===== src/rtl/iob_axi_slave_pkg.sv =====
// iob_axi_slave_pkg: shared types and codes for the AXI-to-native slave.
// Holds FSM state encoding, AXI response codes and burst type codes.
package iob_axi_slave_pkg;

  localparam logic [2:0] ST_IDLE    = 3'd0;
  localparam logic [2:0] ST_RD_MEM  = 3'd1;
  localparam logic [2:0] ST_RD_RESP = 3'd2;
  localparam logic [2:0] ST_WR_DATA = 3'd3;
  localparam logic [2:0] ST_WR_MEM  = 3'd4;
  localparam logic [2:0] ST_WR_RESP = 3'd5;

  typedef enum logic [2:0] {
    IDLE    = ST_IDLE,
    RD_MEM  = ST_RD_MEM,
    RD_RESP = ST_RD_RESP,
    WR_DATA = ST_WR_DATA,
    WR_MEM  = ST_WR_MEM,
    WR_RESP = ST_WR_RESP
  } state_t;

  localparam logic [1:0] AXI_RESP_OKAY   = 2'b00;
  localparam logic [1:0] AXI_RESP_SLVERR = 2'b10;

  localparam logic [1:0] AXI_BURST_FIXED = 2'b00;
  localparam logic [1:0] AXI_BURST_INCR  = 2'b01;
  localparam logic [1:0] AXI_BURST_WRAP  = 2'b10;

endpackage


===== src/rtl/iob_axi_burst_ctr.sv =====
// iob_axi_burst_ctr: burst address / beat counter shared by read and write.
// Ports: load_i+addr_i/len_i/burst_i start a burst, step_i advances one
// beat; cur_addr_o is the aligned beat address, last_o flags the final beat.
module iob_axi_burst_ctr
  import iob_axi_slave_pkg::*;
#(
  parameter int ADDR_W = 32,
  parameter int NBYTES = 4,
  parameter int BYTE_W = 2
) (
  input  logic              clk,
  input  logic              rst_n,
  input  logic              load_i,
  input  logic [ADDR_W-1:0] addr_i,
  input  logic [7:0]        len_i,
  input  logic [1:0]        burst_i,
  input  logic              step_i,
  output logic [ADDR_W-1:0] cur_addr_o,
  output logic              last_o
);

  localparam logic [ADDR_W-1:0] INC = ADDR_W'(NBYTES);

  logic [ADDR_W-1:0] addr_q, addr_d;
  logic [7:0]        len_q, len_d;
  logic [7:0]        cnt_q, cnt_d;
  logic [1:0]        burst_q, burst_d;

  always_comb begin
    addr_d  = addr_q;
    len_d   = len_q;
    cnt_d   = cnt_q;
    burst_d = burst_q;
    if (load_i) begin
      addr_d  = {addr_i[ADDR_W-1:BYTE_W], {BYTE_W{1'b0}}};
      len_d   = len_i;
      cnt_d   = '0;
      burst_d = burst_i;
    end else if (step_i) begin
      cnt_d = cnt_q + 8'd1;
      // WRAP and the reserved code both walk upward like INCR
      if (burst_q != AXI_BURST_FIXED)
        addr_d = addr_q + INC;
    end
  end

  always_ff @(posedge clk or negedge rst_n) begin
    if (!rst_n) begin
      addr_q  <= '0;
      len_q   <= '0;
      cnt_q   <= '0;
      burst_q <= AXI_BURST_FIXED;
    end else begin
      addr_q  <= addr_d;
      len_q   <= len_d;
      cnt_q   <= cnt_d;
      burst_q <= burst_d;
    end
  end

  assign cur_addr_o = addr_q;
  assign last_o     = (cnt_q == len_q);

endmodule


===== src/rtl/iob_axi_slave_native.sv =====
// iob_axi_slave_native: AXI4 burst slave bridged to single-beat native iob.
// Ports: AXI AW/W/B/AR/R channels (axi_*), native mem_* request/response.
module iob_axi_slave_native
  import iob_axi_slave_pkg::*;
#(
  parameter int ADDR_W   = 32,
  parameter int DATA_W   = 32,
  parameter int AXI_ID_W = 1,
  parameter int NBYTES   = DATA_W / 8,
  parameter int BYTE_W   = $clog2(NBYTES)
) (
  input  logic                clk,
  input  logic                reset,
  input  logic                axi_awvalid,
  output logic                axi_awready,
  input  logic [ADDR_W-1:0]   axi_awaddr,
  input  logic [7:0]          axi_awlen,
  input  logic [1:0]          axi_awburst,
  input  logic [AXI_ID_W-1:0] axi_awid,
  input  logic                axi_wvalid,
  output logic                axi_wready,
  input  logic [DATA_W-1:0]   axi_wdata,
  input  logic [NBYTES-1:0]   axi_wstrb,
  input  logic                axi_wlast,
  output logic                axi_bvalid,
  input  logic                axi_bready,
  output logic [1:0]          axi_bresp,
  output logic [AXI_ID_W-1:0] axi_bid,
  input  logic                axi_arvalid,
  output logic                axi_arready,
  input  logic [ADDR_W-1:0]   axi_araddr,
  input  logic [7:0]          axi_arlen,
  input  logic [1:0]          axi_arburst,
  input  logic [AXI_ID_W-1:0] axi_arid,
  output logic                axi_rvalid,
  input  logic                axi_rready,
  output logic [DATA_W-1:0]   axi_rdata,
  output logic [1:0]          axi_rresp,
  output logic                axi_rlast,
  output logic [AXI_ID_W-1:0] axi_rid,
  output logic                mem_valid,
  output logic [ADDR_W-1:0]   mem_addr,
  output logic [DATA_W-1:0]   mem_wdata,
  output logic [NBYTES-1:0]   mem_wstrb,
  input  logic [DATA_W-1:0]   mem_rdata,
  input  logic                mem_ready
);

  state_t              state_q, state_d;
  logic                last_wr_q, last_wr_d;
  logic                err_q, err_d;
  logic [AXI_ID_W-1:0] id_q, id_d;
  logic [DATA_W-1:0]   rdata_q, rdata_d;
  logic [DATA_W-1:0]   wdata_q, wdata_d;
  logic [NBYTES-1:0]   wstrb_q, wstrb_d;

  logic                aw_sel, ar_sel;
  logic                aw_acc, ar_acc;
  logic                ctr_load, ctr_step;
  logic [ADDR_W-1:0]   ld_addr;
  logic [7:0]          ld_len;
  logic [1:0]          ld_burst;
  logic [ADDR_W-1:0]   cur_addr;
  logic                last;

  // On a tie, serve the direction not served last time
  assign aw_sel = axi_awvalid & (~axi_arvalid | ~last_wr_q);
  assign ar_sel = axi_arvalid & ~aw_sel;

  // reset gating keeps the combinational readies low while in reset
  assign aw_acc = reset & (state_q == IDLE) & aw_sel;
  assign ar_acc = reset & (state_q == IDLE) & ar_sel;

  assign ld_addr  = aw_sel ? axi_awaddr  : axi_araddr;
  assign ld_len   = aw_sel ? axi_awlen   : axi_arlen;
  assign ld_burst = aw_sel ? axi_awburst : axi_arburst;

  iob_axi_burst_ctr #(
    .ADDR_W (ADDR_W),
    .NBYTES (NBYTES),
    .BYTE_W (BYTE_W)
  ) u_ctr (
    .clk        (clk),
    .rst_n      (reset),
    .load_i     (ctr_load),
    .addr_i     (ld_addr),
    .len_i      (ld_len),
    .burst_i    (ld_burst),
    .step_i     (ctr_step),
    .cur_addr_o (cur_addr),
    .last_o     (last)
  );

  always_comb begin
    state_d   = state_q;
    last_wr_d = last_wr_q;
    err_d     = err_q;
    id_d      = id_q;
    rdata_d   = rdata_q;
    wdata_d   = wdata_q;
    wstrb_d   = wstrb_q;
    ctr_load  = 1'b0;
    ctr_step  = 1'b0;
    unique case (state_q)
      IDLE: begin
        if (aw_acc) begin
          ctr_load  = 1'b1;
          id_d      = axi_awid;
          last_wr_d = 1'b1;
          err_d     = 1'b0;
          state_d   = WR_DATA;
        end else if (ar_acc) begin
          ctr_load  = 1'b1;
          id_d      = axi_arid;
          last_wr_d = 1'b0;
          state_d   = RD_MEM;
        end
      end
      RD_MEM: begin
        if (mem_ready) begin
          rdata_d = mem_rdata;
          state_d = RD_RESP;
        end
      end
      RD_RESP: begin
        if (axi_rready) begin
          if (last) begin
            state_d = IDLE;
          end else begin
            ctr_step = 1'b1;
            state_d  = RD_MEM;
          end
        end
      end
      WR_DATA: begin
        if (axi_wvalid) begin
          wdata_d = axi_wdata;
          wstrb_d = axi_wstrb;
          if (axi_wlast != last)
            err_d = 1'b1;
          // A beat with no enabled bytes never reaches memory
          if (axi_wstrb == '0) begin
            if (last) begin
              state_d = WR_RESP;
            end else begin
              ctr_step = 1'b1;
            end
          end else begin
            state_d = WR_MEM;
          end
        end
      end
      WR_MEM: begin
        if (mem_ready) begin
          if (last) begin
            state_d = WR_RESP;
          end else begin
            ctr_step = 1'b1;
            state_d  = WR_DATA;
          end
        end
      end
      WR_RESP: begin
        if (axi_bready)
          state_d = IDLE;
      end
      default: state_d = IDLE;
    endcase
  end

  always_ff @(posedge clk or negedge reset) begin
    if (!reset) begin
      state_q   <= IDLE;
      last_wr_q <= 1'b0;
      err_q     <= 1'b0;
      id_q      <= '0;
      rdata_q   <= '0;
      wdata_q   <= '0;
      wstrb_q   <= '0;
    end else begin
      state_q   <= state_d;
      last_wr_q <= last_wr_d;
      err_q     <= err_d;
      id_q      <= id_d;
      rdata_q   <= rdata_d;
      wdata_q   <= wdata_d;
      wstrb_q   <= wstrb_d;
    end
  end

  assign axi_awready = aw_acc;
  assign axi_arready = ar_acc;
  assign axi_wready  = (state_q == WR_DATA);
  assign axi_bvalid  = (state_q == WR_RESP);
  assign axi_bresp   = err_q ? AXI_RESP_SLVERR : AXI_RESP_OKAY;
  assign axi_bid     = id_q;
  assign axi_rvalid  = (state_q == RD_RESP);
  assign axi_rdata   = rdata_q;
  assign axi_rresp   = AXI_RESP_OKAY;
  assign axi_rlast   = (state_q == RD_RESP) & last;
  assign axi_rid     = id_q;

  assign mem_valid = (state_q == RD_MEM) | (state_q == WR_MEM);
  assign mem_addr  = mem_valid ? cur_addr : '0;
  assign mem_wdata = wdata_q;
  assign mem_wstrb = (state_q == WR_MEM) ? wstrb_q : '0;

endmodule


===== config.mk =====
export PLATFORM = sky130hd
export DESIGN_NAME = iob_axi_slave_native
export DESIGN_NICKNAME = d
export VERILOG_FILES = /design/src/rtl/iob_axi_slave_pkg.sv /design/src/rtl/iob_axi_burst_ctr.sv /design/src/rtl/iob_axi_slave_native.sv
export SDC_FILE = /design/constraint.sdc
export NUM_CORES = 1
export LEC_CHECK = 0
export CORE_UTILIZATION = 48
export CTS_BUF_LIST = sky130_fd_sc_hd__clkbuf_8
export CTS_CLUSTER_DIAMETER = 30
export CTS_CLUSTER_SIZE = 40
export DETAILED_ROUTE_END_ITERATION = 10
export PLACE_DENSITY_LB_ADDON = 0.3
export SLEW_MARGIN = 20
export SYNTH_ARGS = -nofsm -noshare
export SYNTH_HDL_FRONTEND = slang
export SYNTH_SLANG_ARGS = --single-unit

===== constraint.sdc =====
create_clock -name clk -period 6.3 [get_ports clk]
set_clock_uncertainty 0.1 [all_clocks]
set_input_delay 1.26 -clock clk [delete_from_list [all_inputs] [get_ports clk]]
set_output_delay 1.26 -clock clk [all_outputs]
set_load 0.01 [all_outputs]

==> impl_metrics.tcl, run 1 <==
set metrics [dict create \
    status "completed" \
    totalPowerFinal_w 0.00409 \
    post_cts_resized 0 \
    avgSynthCellArea_um2 10.2 \
    criticalPathCategory "in2out" \
    clock_latency_ns 0.43 \
    irDropWorstVdd_v 0.000191 \
    hold_buffers 0 \
    synth_warnings 0 \
    finalSetupTns_ns 0 \
    synth_cell_types 82 \
    final.period_utilization 0.767 \
    drv_cap 0 \
    hold_path_end "axi_rdata[14]" \
    r2r_slack_ns 2.96 \
    whs_ns 0.410 \
    antenna_found_initial 0 \
    cts_inserted_buffers 17 \
    clock_path_buffers 2 \
    synth-seq-cells 122 \
    r2r-start "state_q[1]" \
    wl_per_cell_um 18.3 \
    worst_slack_ns 1.47 \
    drv_slew 0 \
    final_antenna_net_count 0 \
    dr.pass1.iters 5 \
    relSlewSlack 0.275 \
    initial_core_util 0.499 \
    ios 276 \
    r2r-end "u_ctr.cur_addr_o[4]" \
    worstMarginPinSlew_ns 1.09 \
    grt_max_degree 80 \
    nets 1071 \
    cts_sinks 122 \
    drt_iter0_markers 312 \
    reg2reg_depth 5 \
    final_util 0.733 \
    rows 42 \
    setup_viol 0 \
    core_area_mm2 0.0135 \
    max_clock_freq_mhz 207 \
    clk_pin_slew_ns 0.07 \
    p_clk_frac 0.170 \
    htree_levels 4 \
    grt-ovfl-total 0 \
    hold_path_depth 1 \
    drt-total-wl_um 20000 \
    drcViolationCount 0 \
    rsz0062_at_grt "false" \
    power_leakage_nw 3.98 \
    synth_enable_flop_cells 0 \
    endpoint_kind "output pin" \
    power-per-cell-area_mw_per_mm2 415 \
    preCtsSetupSlack_ns 1.48 \
    cts_tree "built" \
    required_ns 4.94 \
    dieArea_mm2 0.0145 \
    syn-cell-area_mm2 0.00671 \
    grt_first_pass_wirelength_um 31100 \
    worstSetupStartpointType "primary input" \
    critPathMaxFanout 18 \
    grt_pass1_vias 6215 \
    ctsRootBufferMaster "clkbuf_8" \
    async_flop_share 1.00 \
    post_cts_buffers 0 \
    final.min_clock_period_ns 4.83 \
    layout_common_cells "clkdlybuf4s50_1 (265), dfrtp_1 (122), nand2_1 (83)" \
    diodes 0 \
    p_int_w 0.00261 \
    finalHoldViolations 0 \
    path_cells "clkdlybuf4s50_1 > a21bo_2 > nor2_1 > clkdlybuf4s50_1" \
    crit_path_top_delay_cell "clkdlybuf4s50_1" \
    drive_above_1_share 0.146 \
    die_y_um 120 \
    vias 6206 \
    die_w_um 120 \
    p_sw_w 0.00148 \
    synthFlopType "dfrtp_1" \
    hpwlAfterDp_um 14800 \
    cpMostUsedCell "clkdlybuf4s50_1" \
    min_from "axi_rdata[14]" \
    min_path_type "reg2reg" \
    pwr-share-seq 0.353 \
    gp_congestion 0.880 \
    area_delta_synth_final_pct 46.8 \
    avgViaCountPerCell 5.67 \
    port-buffer-count 266 \
    cpPeakStageDelay_ns 0.74 \
    power.share.combinational 0.477 \
    grtUsageTotal 0.276 \
    postSynthCellCount 658 \
    switching_share 0.362 \
    worstPathArrival_ns 3.47 \
    ys_seq_area_frac 0.455 \
    final_common_cell "clkdlybuf4s50_1" \
]
cell usage after synthesis (all sizes together), types with 5 or more instances:
cell type    n  area (um2)
dfrtp      122        3050
nand2       83         312
mux2        68         766
buf         39         228
and2        38         238
nor2        34         130
nand3       26         130
a31oi       22         138
a21oi       21         109
and3        21         131
xnor2       19         166
clkbuf      11        41.3
nor3        11        60.1
nand4        9        62.6
inv          8        30.0
o21ai        8        40.0
a2111oi      7         100
mux2i        7        70.1
o211a        6        60.1
o31ai        6        45.0
or3          6        37.5
and4         5        46.3
nand2b       5        31.3
nor4         5        52.6
o22a         5        43.8
registers in the layout, summed over array words and instances, names as in the netlist:
register,cells
axi_bid,1
axi_rdata,32
state_q,3
mem_wdata,32
u_ctr.burst_q,2
wstrb_q,4
u_ctr.len_q,8
u_ctr.cnt_q,8
u_ctr.cur_addr_o,30
err_q,1
last_wr_q,1
power by group through the flow:
stage | Combinational (W) | Clock, W | Sequential, W
final | 0.00195 | 0.000697 | 0.00144
after global routing | 0.00210 | 0.000736 | 0.00149
after CTS | 0.00196 | 0.000707 | 0.00144
after detailed placement | 0.00194 | 0 | 0.00145
after global placement | 0.00189 | 0 | 0.00142
after floorplan | 0.000972 | 0 | 0.00147
area by class of cell:
type | instances | area (um2)
Fill cell | 990 | 3600
Multi-Input combinational cell | 482 | 3400
Sequential cell | 122 | 3050
Timing Repair Buffer | 275 | 2760
Clock buffer | 18 | 248
Tap cell | 176 | 220
Clock inverter | 13 | 146
Inverter | 8 | 30.0
per-layer routing:
layer	vias to the layer above	track usage	wire length, um
met3	32	0.0500	1360
met1	2995	0.334	7980
met5	-	0	0
met4	0	0.0941	342
met2	288	0.494	10300
li1	2891	-	-
critical path, delay by kind of cell:
family	cells	cell delay [ns]
buf+inv	2	1.36
simple gates	1	0.39
compound gates	1	0.46
cells by family (layout without fill, tap and decap cells):
group / count (synthesis) / in the layout / synth area share
compound gates: 118 / 118 / 0.138
xor+xnor: 20 / 20 / 0.0261
fa+ha+maj: 2 / 2 / 0.00373
buf+inv: 58 / 314 / 0.0445
flops: 122 / 122 / 0.455
mux: 75 / 75 / 0.124
other cells: 1 / 5 / 0.000559
simple gates: 262 / 262 / 0.208
worst max-delay path by stage:
stage,slack [ns],end,start
2_1_floorplan,2.45,axi_arready,axi_arvalid
6_report,1.47,axi_awready,axi_arvalid
3_5_place_dp,1.48,axi_awready,axi_arvalid
3_3_place_gp,1.53,axi_awready,axi_arvalid
5_1_grt,1.40,axi_awready,axi_arvalid
4_1_cts,1.47,axi_awready,axi_arvalid
stage by stage:
stage               area (um2)  std cells
finish                    9860       1094
global route              9860       1094
CTS                       9810       1092
floorplan                 6730        662
global placement          9420       1061
detailed placement        9420       1061
Power figures use the tool's default switching activity.
==> inputs of run 2 (changes only) <==
--- a/config.mk
+++ b/config.mk
@@ -5,7 +5,7 @@
 export SDC_FILE = /design/constraint.sdc
 export NUM_CORES = 1
 export LEC_CHECK = 0
-export CORE_UTILIZATION = 48
+export CORE_UTILIZATION = 45
 export CTS_BUF_LIST = sky130_fd_sc_hd__clkbuf_8
 export CTS_CLUSTER_DIAMETER = 30
 export CTS_CLUSTER_SIZE = 40
==> constraint.sdc (replaced) <==
create_clock -name clk -period 4.7 [get_ports clk]
set_clock_uncertainty 0.1 [all_clocks]
set_input_delay 0.94 -clock clk [delete_from_list [all_inputs] [get_ports clk]]
set_output_delay 0.94 -clock clk [all_outputs]
set_load 0.01 [all_outputs]
==> run 2 against run 1 <==
Utilization shrank 5.5 points. Via count fell by 2.7%. Clock power up 32%. Highest routed layer unchanged. Total power grew 33%. Hold slack got worse by 0.011 ns.
==> impl_metrics.tcl, run 2 (synthesis results as in run 1) <==
set metrics [dict create \
    p_int_w 0.00350 \
    grt-ovfl-total 0 \
    ios 276 \
    post_cts_resized 0 \
    whs_ns 0.398 \
    die_y_um 124 \
    multiInputGateArea_mm2 0.00340 \
    criticalPathCategory "in2out" \
    rsz0062_at_grt "false" \
    fin_cells 1105 \
    critPathMaxFanout 44 \
    drv_cap 0 \
    final_antenna_net_count 0 \
    area_delta_synth_final_pct 46.8 \
    p_sw_w 0.00196 \
    worstSetupStartpointType "primary input" \
    core_area_mm2 0.0145 \
    regArea_mm2 0.00305 \
    min_path_type "reg2reg" \
    p_clk_frac 0.169 \
    grt.met3_usage 0.0646 \
    drv_slew 0 \
    wl_per_cell_um 17.8 \
    antenna_found_initial 0 \
    grt_max_degree 85 \
    clock_path_buffers 2 \
    rows 44 \
    switching_share 0.359 \
    finalHoldViolations 0 \
    final.min_clock_period_ns 3.93 \
    totalPowerFinal_w 0.00546 \
    avgViaCountPerCell 5.46 \
    pwr-share-seq 0.353 \
    ctsRootBufferMaster "clkbuf_8" \
    grtUsageTotal 0.254 \
    post_cts_buffers 0 \
    finalSetupTns_ns 0 \
    cts_sinks 122 \
    power_leakage_nw 3.97 \
    power-per-cell-area_mw_per_mm2 554 \
    final.period_utilization 0.836 \
    drive_above_1_share 0.148 \
    required_ns 3.66 \
    clk_pin_slew_ns 0.07 \
    max_clock_freq_mhz 255 \
    nets 1073 \
    grtUsageMet2 0.440 \
    diodes 0 \
    setup_viol 0 \
    htree_levels 4 \
    gp_congestion 0.861 \
    hold_buffers 0 \
    power.share.combinational 0.478 \
    drcViolationCount 0 \
    drt_iter0_markers 353 \
    top_usage_layer "met2" \
    grt_pass1_vias 5857 \
    irDropWorstVdd_v 0.000216 \
    grt_first_pass_wirelength_um 29500 \
    worstPathArrival_ns 2.89 \
    clock_latency_ns 0.45 \
    cts_tree "built" \
    final_util 0.678 \
    status "completed" \
    vias 6038 \
    drt-total-wl_um 19700 \
    worstMarginPinSlew_ns 1.10 \
    hpwlAfterDp_um 14500 \
    endpoint_kind "output pin" \
    grt_use_met1 0.298 \
    fillers 1143 \
    die_w_um 124 \
    cts_inserted_buffers 17 \
    placed_cells 1073 \
    initial_core_util 0.462 \
    dieArea_mm2 0.0154 \
    layout_common_cells "clkdlybuf4s50_1 (265), dfrtp_1 (122), nand2_1 (83)" \
    port-buffer-count 266 \
    dr.pass1.iters 5 \
    final_common_cell "clkdlybuf4s50_1" \
    relSlewSlack 0.269 \
]
-- run 2: cell count changes in the layout (fill, tap and decap cells not counted), sizes merged --
| cell | before | now |
|---|---|---|
| clkbuf | 18 | 19 |
| clkinv | 7 | 4 |
| clkinvlp | 2 | 5 |
| buf | 10 | 12 |
-- run 2: layout make-up --
| type | instances | area share |
|---|---|---|
| flip-flops and latches | 122 | 0.310 |
| multi-input cells | 482 | 0.345 |
| clock buffers | 19 | 0.0265 |
| inverters | 8 | 0.00305 |
| well taps | 184 | 0.0234 |
| clock inverters | 13 | 0.0131 |
| repair buffers | 277 | 0.279 |
-- run 2: path summary, 6_finish.rpt --
path,start,to,slack [ns],depth (start not counted)
setup / recovery,axi_awvalid,axi_arready,0.77,5
hold / removal,axi_rdata[2],axi_rdata[2],0.40,1
setup reg to reg,state_q[1],u_ctr.cur_addr_o[4],1.70,5
hold reg to reg,axi_rdata[2],axi_rdata[2],0.40,1
max in group asynchronous,reset,u_ctr.cur_addr_o[13],2.90,3
min in group asynchronous,reset,state_q[1],0.47,2
-- run 2: stage by stage --
stage	instance area, um2	setup WS, ns
2_1_floorplan	6730	1.49
3_3_place_gp	9460	0.814
3_5_place_dp	9460	0.776
4_1_cts	9850	0.754
5_1_grt	9850	0.689
6_report	9850	0.772
-- run 2: power by group through the flow --
| stage | clock network (W) | logic, W | registers (W) |
|---|---|---|---|
| final | 0.000920 | 0.00261 | 0.00193 |
| after global placement | 0 | 0.00257 | 0.00191 |
| after CTS | 0.000936 | 0.00263 | 0.00193 |
| after detailed placement | 0 | 0.00261 | 0.00194 |
| after global routing | 0.000975 | 0.00282 | 0.00201 |
| after floorplan | 0 | 0.00130 | 0.00196 |
-- run 2: worst max-delay path, cell delays in order --
cell and delay (ns):
clkdlybuf4s50_1 0.51, a21bo_2 0.25, buf_4 0.40, and3_1 0.23, clkdlybuf4s50_1 0.53
-- run 2: layer usage --
layer / wire length [um] / share of wire / up-vias
met2: 9770 / 0.50 / 232
met4: 436 / 0.022 / 0
met3: 1500 / 0.076 / 34
li1: - / - / 2892
met5: 0 / 0 / -
met1: 7960 / 0.40 / 2880
==> inputs of run 3 (changes only) <==
--- a/config.mk
+++ b/config.mk
@@ -5,7 +5,7 @@
 export SDC_FILE = /design/constraint.sdc
 export NUM_CORES = 1
 export LEC_CHECK = 0
-export CORE_UTILIZATION = 45
+export CORE_UTILIZATION = 40
 export CTS_BUF_LIST = sky130_fd_sc_hd__clkbuf_8
 export CTS_CLUSTER_DIAMETER = 30
 export CTS_CLUSTER_SIZE = 40
==> constraint.sdc (replaced) <==
create_clock -name clk -period 3.5 [get_ports clk]
set_clock_uncertainty 0.1 [all_clocks]
set_input_delay 0.7 -clock clk [delete_from_list [all_inputs] [get_ports clk]]
set_output_delay 0.7 -clock clk [all_outputs]
set_load 0.01 [all_outputs]
==> run 3 against run 2 <==
Die area grew 12%. Total power grew 37%. Critical path depth is the same.
==> impl_metrics.tcl, run 3 (synthesis results as in run 1) <==
set metrics [dict create \
    status "completed" \
    worst_slack_ns 0.139 \
    gp_congestion 0.827 \
    multiInputGateArea_mm2 0.00340 \
    initial_core_util 0.417 \
    final.min_clock_period_ns 3.36 \
    relSlewSlack 0.270 \
    worstPathArrival_ns 2.56 \
    reg2reg_depth 6 \
    final.period_utilization 0.960 \
    power-per-cell-area_mw_per_mm2 750 \
    r2r-start "state_q[2]" \
    final_util 0.620 \
    worstSetupStartpointType "flop" \
    critPathMaxFanout 11 \
    grtUsageTotal 0.232 \
    finalHoldViolations 0 \
    crit_path_top_delay_cell "and4_1" \
    finalSetupTns_ns 0 \
    criticalPathCategory "reg2out" \
    path_cells "xnor2_1 > and4_1 > nand2_1 > nor2_1 > clkdlybuf4s50_1" \
    ctsRootBufferMaster "clkbuf_8" \
    required_ns 2.70 \
    grt_max_degree 73 \
    drv_cap 0 \
    final_common_cell "clkdlybuf4s50_1" \
    finalInstanceArea_mm2 0.00999 \
    clock_latency_ns 0.45 \
    max_clock_freq_mhz 298 \
    hold_buffers 0 \
    fillers 1399 \
    preCtsSetupSlack_ns 0.333 \
    startpoint "u_ctr.cnt_q[5]" \
    endpoint_kind "output pin" \
    whs_ns 0.292 \
    r2r-end "u_ctr.cur_addr_o[18]" \
    antenna_found_initial 0 \
    drv_slew 0 \
    ios 276 \
    drcViolationCount 0 \
    clock_path_buffers 2 \
    placement.cell_area_mm2 0.00956 \
    drt-total-wl_um 19400 \
    vias 6055 \
    wl_per_cell_um 17.0 \
    die_y_um 132 \
    avgViaCountPerCell 5.30 \
    drive_above_1_share 0.154 \
    clk_pin_slew_ns 0.08 \
    area_delta_synth_final_pct 48.8 \
    htree_levels 4 \
    rows 46 \
    grt_first_pass_wirelength_um 31900 \
    setup_viol 0 \
    irDropWorstVdd_v 0.000334 \
    hpwlAfterDp_um 14500 \
    grt_pass1_vias 5976 \
    drt_iter0_markers 313 \
    post_cts_resized 0 \
    grt-ovfl-total 0 \
    cts_tree "built" \
    cpPeakStageDelay_ns 0.57 \
    cts_inserted_buffers 17 \
    port-buffer-count 266 \
    die_w_um 132 \
    power_leakage_nw 4.03 \
    dieArea_mm2 0.0173 \
    diodes 0 \
    layout_common_cells "clkdlybuf4s50_1 (265), dfrtp_1 (122), nand2_1 (83)" \
    final_antenna_net_count 0 \
    rsz0062_at_grt "false" \
    dr.pass1.iters 5 \
    r2r_slack_ns 0.86 \
    nets 1079 \
    regArea_mm2 0.00305 \
    worstMarginPinSlew_ns 1.10 \
    cts_sinks 122 \
    core_area_mm2 0.0161 \
    min_path_type "in2async" \
    post_cts_buffers 0 \
]
==> run 3: cell type report <==
class	count	area share
flip-flops and latches	122	0.306
inverters	8	0.00301
multi-input cells	482	0.341
clock buffers	17	0.0234
well taps	216	0.0271
clock inverters	14	0.0198
repair buffers	283	0.280
==> run 3: worst max path at each step <==
stage                       end  slack (ns)  depth (start not counted)
detailed placement  axi_awready        0.33                          4
global placement    axi_awready        0.33                          4
finish                axi_rlast        0.14                          5
global route          axi_rlast        0.02                          5
floorplan           axi_arready        0.77                          6
CTS                   axi_rlast        0.10                          5
==> run 3: metal layers <==
layer | global-route usage | up-vias | wire, um
li1 | - | 2899 | -
met1 | 0.293 | 2895 | 8500
met2 | 0.388 | 231 | 9490
met3 | 0.0548 | 30 | 1090
met4 | 0.0801 | 0 | 376
met5 | 0 | - | 0
==> run 3: worst max-delay path, delay by kind of cell, from the launching register on <==
family / cells / cell delay [ns]
buffers and inverters: 1 / 0.57
XOR/XNOR: 1 / 0.22
flip-flops: 1 / 0.42
AND/OR/NAND/NOR: 3 / 0.90
==> run 3: where the power goes <==
part / internal [W] / switching, W / total (W)
clock network: 0.000776 / 0.000612 / 0.00139
logic: 0.00201 / 0.00153 / 0.00354
registers: 0.00205 / 0.000505 / 0.00256
total: 0.00484 / 0.00264 / 0.00749
==> run 3: per-stage QoR <==
step | std cells | total power, W
4_1_cts | 1142 | 0.00756
6_report | 1142 | 0.00749
2_1_floorplan | 662 | 0.00439
3_5_place_dp | 1111 | 0.00615
3_3_place_gp | 1111 | 0.00606
5_1_grt | 1142 | 0.00795
